==> config.mk <==
export PLATFORM = sky130hd
export DESIGN_NAME = fft_frame_loader
export DESIGN_NICKNAME = d
export VERILOG_FILES = /design/src/rtl/fft_frame_loader.sv
export SDC_FILE = /design/constraint.sdc
export NUM_CORES = 1
export LEC_CHECK = 0
export CORE_MARGIN = 4
export CORE_UTILIZATION = 46
export DETAILED_ROUTE_END_ITERATION = 10
export PLACE_DENSITY = 0.8
export SYNTH_ARGS = -nofsm -noshare
export SYNTH_HDL_FRONTEND = slang
export SYNTH_SLANG_ARGS = --single-unit
export TNS_END_PERCENT = 5
==> constraint.sdc <==
create_clock -name clk -period 4.8 [get_ports clk]
set_clock_uncertainty 0.15 [all_clocks]
set_input_delay 0.48 -clock clk [delete_from_list [all_inputs] [get_ports clk]]
set_output_delay 0.48 -clock clk [all_outputs]
set_load 0.005 [all_outputs]
==> src/rtl/fft_frame_loader.sv <==
// Collects complex samples into a bit-reversed sample RAM, starts the FFT on each
// full frame, and aborts partial frames that go idle for too long.
module fft_frame_loader #(
    parameter int unsigned bit_width = 32,
    parameter int unsigned N         = 16,
    parameter int unsigned SIZE      = 4,
    parameter logic [15:0] t_timeout = 16'd52070
) (
    input  logic                        clk,
    input  logic                        rst,
    input  logic                        en_i,
    input  logic signed [bit_width-1:0] re_i,
    input  logic signed [bit_width-1:0] im_i,
    input  logic                        fft_done_i,
    output logic                        wr_en_o,
    output logic [SIZE-1:0]             wr_addr_o,
    output logic signed [bit_width-1:0] wr_re_o,
    output logic signed [bit_width-1:0] wr_im_o,
    output logic                        fft_start_o,
    output logic                        busy_o,
    output logic                        drop_o,
    output logic                        abort_o,
    output logic [15:0]                 frame_cnt_o
);

    typedef enum logic [1:0] {LOAD, START, WAIT} state_t;

    localparam int unsigned      CNT_W      = SIZE + 1;
    localparam logic [CNT_W-1:0] CNT_LAST   = CNT_W'(N - 1);
    localparam logic [15:0]      TIMER_LAST = t_timeout - 16'd1;

    state_t           state;
    logic [CNT_W-1:0] cnt;
    logic [15:0]      timer;

    // FFT input ordering: sample k lands at the bit-reversed index of k
    function automatic logic [SIZE-1:0] bit_reverse(input logic [SIZE-1:0] a);
        logic [SIZE-1:0] r;
        r = '0;
        for (int i = 0; i < int'(SIZE); i++) begin
            r[i] = a[SIZE-1-i];
        end
        return r;
    endfunction

    always_ff @(posedge clk or posedge rst) begin
        if (rst) begin
            state       <= LOAD;
            cnt         <= '0;
            timer       <= '0;
            wr_en_o     <= 1'b0;
            wr_addr_o   <= '0;
            wr_re_o     <= '0;
            wr_im_o     <= '0;
            fft_start_o <= 1'b0;
            busy_o      <= 1'b0;
            drop_o      <= 1'b0;
            abort_o     <= 1'b0;
            frame_cnt_o <= '0;
        end else begin
            wr_en_o     <= 1'b0;
            fft_start_o <= 1'b0;
            drop_o      <= 1'b0;
            abort_o     <= 1'b0;
            case (state)
                LOAD: begin
                    if (en_i) begin
                        wr_en_o   <= 1'b1;
                        wr_addr_o <= bit_reverse(cnt[SIZE-1:0]);
                        wr_re_o   <= re_i;
                        wr_im_o   <= im_i;
                        timer     <= '0;
                        if (cnt == CNT_LAST) begin
                            cnt    <= '0;
                            state  <= START;
                            busy_o <= 1'b1;
                        end else begin
                            cnt <= cnt + CNT_W'(1);
                        end
                    end else if (cnt != '0) begin
                        // A sample arriving on the terminal count wins over the abort
                        if (timer == TIMER_LAST) begin
                            abort_o <= 1'b1;
                            cnt     <= '0;
                            timer   <= '0;
                        end else begin
                            timer <= timer + 16'd1;
                        end
                    end else begin
                        timer <= '0;
                    end
                end
                START: begin
                    fft_start_o <= 1'b1;
                    frame_cnt_o <= frame_cnt_o + 16'd1;
                    drop_o      <= en_i;
                    timer       <= '0;
                    state       <= WAIT;
                end
                WAIT: begin
                    drop_o <= en_i;
                    timer  <= '0;
                    if (fft_done_i) begin
                        state  <= LOAD;
                        busy_o <= 1'b0;
                    end
                end
                default: begin
                    state  <= LOAD;
                    busy_o <= 1'b0;
                end
            endcase
        end
    end

endmodule
==> metrics.cfg <==
[logic_synthesis]
ys_seq_area_frac=0.5873
synth_area_per_cell_sq_um=12.90
synthArstFlopShare=1.000
synth_nets=447
ys_ff_latch=112
yosysWarnings=0
synth_edf_count=0
synthFlopType=dfrtp_1
synth_cells=370
yosysUniqueCellTypes=45
syn-cell-area_sq_um=4772

[routing]
route.antenna.remaining_nets=0
dr.pass1.iters=4
drc=0
routed_wl_microns=11160
drtIter0Drc=155
vias_per_cell=5.206
wire_per_inst_microns=16.93
vias=3431

[worst_setup_path]
cp.arrival_ns=3.08
crit_required_ns=4.89
path_class=flop to flop
endpoint_kind=flop
startpoint=state[0]
r2r-start=state[0]
cp-start-kind=flop
crit_fanout=34

[clocking]
ctsRootBufferMaster=clkbuf_8
htree_levels=3
postCtsHoldBufs=0
clock_path_buffers=2
cts_resized=0
clkTransAtPathRegs_ns=0.10
postCtsSetupRepairBufs=0
cts_tree=yes
cts-buffers-inserted=9
clock_sink_count=112
insertion_delay_ns=0.36

[layout]
n_antenna_cell=0
syn_to_final_growth_pct=39.17
nets=599
design_area_sq_um=6641
nFillCells=756
layout-drive-gt1-share=0.07605
multiInputGateArea_sq_um=1831
regArea_sq_um=2803

[global_routing]
use_met3=0.04639
antenna_found_initial=0
met2_usage=0.3150
grt_max_degree=80
grt_pass1_vias=3456
grt_pass1_wl_microns=17580
grt.total_usage=0.1870
gr-total-overflow=0
top_usage_layer=met2
use_met1=0.2370

[power_and_ir_drop]
power_density_nw_per_um2=435.2
p_leak_nw=2.816
ir_worst_vdd_uv=218.1
power.total_w=0.002890

[timing]
setup_viol=0
period_needed_ns=2.984
fmax_ghz=0.3351
relSlewSlack=0.3831
tightest_slew_ns=0.9253
finalHoldViolations=0
rsz0062_at_grt=no
setup_tns_ns=0
fin_crit_sh=0.6217
drv_slew=0

[placed_design]
placed_cell_area_sq_um=6424
gp_congestion=0.8477
hpwl_microns=8529
io_buffer_count=156

[die]
rows=36
ioPinCount=157
die_area_sq_um=12070
core_area_sq_um=9955
die_y_microns=109.9
start_util=0.4794
die_w_microns=109.9

[min_path]
hold_class=flop to flop
hold_start=frame_cnt_o[15]

[job]
cap_violations=0

[status]
status=completed

-- metrics by stage --
stage / std cells / hold WS, ns / util / worst slack (ns)
final: 659 / 0.3322 / 0.6672 / 1.816
after global routing: 659 / 0.3610 / 0.6672 / 1.605
after CTS: 659 / 0.3335 / 0.6672 / 1.793
after detailed placement: 644 / 0.3172 / 0.6453 / 1.602
after floorplan: 370 / 0.3147 / - / 1.211
after global placement: 644 / 0.3088 / 0.6453 / 1.679
-- worst max-delay path, stage by stage, from the launching register on --
cell and delay, ns:
dfrtp_1 0.41, inv_1 0.11, ha_1 0.38, nand2_1 0.32
inv_2 0.58, buf_4 0.51, mux2_1 0.38
-- placed cells by master, fill, tap and decap left out, types with 8 or more instances in the layout --
| master | instances |
|---|---|
| o21ai_0 | 8 |
| mux2_1 | 49 |
| clkbuf_8 | 10 |
| nand4_1 | 11 |
| nand2_1 | 18 |
| ha_1 | 9 |
| mux2_2 | 17 |
| nand3_1 | 16 |
| clkdlybuf4s50_1 | 156 |
| nor2_1 | 15 |
| xor2_1 | 16 |
| inv_1 | 10 |
| dfrtp_1 | 112 |
-- layer usage --
layer / up-vias / wire length, microns
met3: 17 / 922
met5: - / 0
met2: 126 / 5455
li1: 1605 / -
met1: 1683 / 4556
met4: 0 / 222
-- cell type report --
| cell class | count | share of cell area |
|---|---|---|
| Clock buffer | 11 | 0.02129 |
| Clock inverter | 4 | 0.01149 |
| Inverter | 12 | 0.007159 |
| Multi-Input combinational cell | 229 | 0.2756 |
| Sequential cell | 112 | 0.4220 |
| Tap cell | 133 | 0.02506 |
| Timing Repair Buffer | 158 | 0.2374 |
-- report_power, final --
group | internal [W] | total [W] | leakage (nW) | switching, W
registers | 0.00117 | 0.00131 | 1.40 | 0.000143
clock network | 0.000308 | 0.000611 | 0.106 | 0.000303
logic | 0.000598 | 0.000964 | 1.31 | 0.000367
total | 0.00208 | 0.00289 | 2.82 | 0.000813
-- state kept, by name, summed over array words and instances (netlist names) --
name / cells
frame_cnt_o: 16
drop_o: 1
wr_addr_o: 4
wr_im_o: 32
wr_re_o: 32
busy_o: 1
abort_o: 1
wr_en_o: 1
state: 2
fft_start_o: 1
timer: 16
cnt: 5
-- cell usage after synthesis, drive strengths merged, types with 5 or more instances --
cell | number | area (sq um)
mux2 | 66 | 743.2
nand2 | 19 | 78.82
buf | 12 | 75.07
nand3 | 16 | 80.08
nor2 | 15 | 56.30
nand4 | 11 | 68.82
and3 | 7 | 43.79
dfrtp | 112 | 2803
xor2 | 16 | 140.1
o21ai | 11 | 55.05
ha | 9 | 112.6
inv | 12 | 45.04
a21oi | 7 | 38.79
and4 | 5 | 43.79
clkbuf | 5 | 18.77
xnor2 | 7 | 61.31
-- logic make-up (layout without fill, tap and decap cells) --
group / Yosys count / in the layout / synth area share
AOI/OAI and AO/OA: 30 / 30 / 0.03854
xor gates and xnor gates: 23 / 23 / 0.04221
adders and majority gates: 9 / 9 / 0.02360
buffers and inverters: 29 / 185 / 0.02910
DFF: 112 / 112 / 0.5873
muxes: 66 / 66 / 0.1557
and+or+nand+nor: 101 / 101 / 0.1235
-- final timing paths --
kind | cells after the start | end | slack (ns)
worst min register to register | 1 | frame_cnt_o[15] | 0.33
worst min-delay path | 1 | frame_cnt_o[15] | 0.33
worst max register to register | 6 | wr_im_o[17] | 1.82
worst max-delay path | 6 | wr_im_o[17] | 1.82
min in group asynchronous | 2 | wr_re_o[20] | 0.54
max in group asynchronous | 3 | cnt[2] | 2.96
Power figures use the tool's default switching activity.
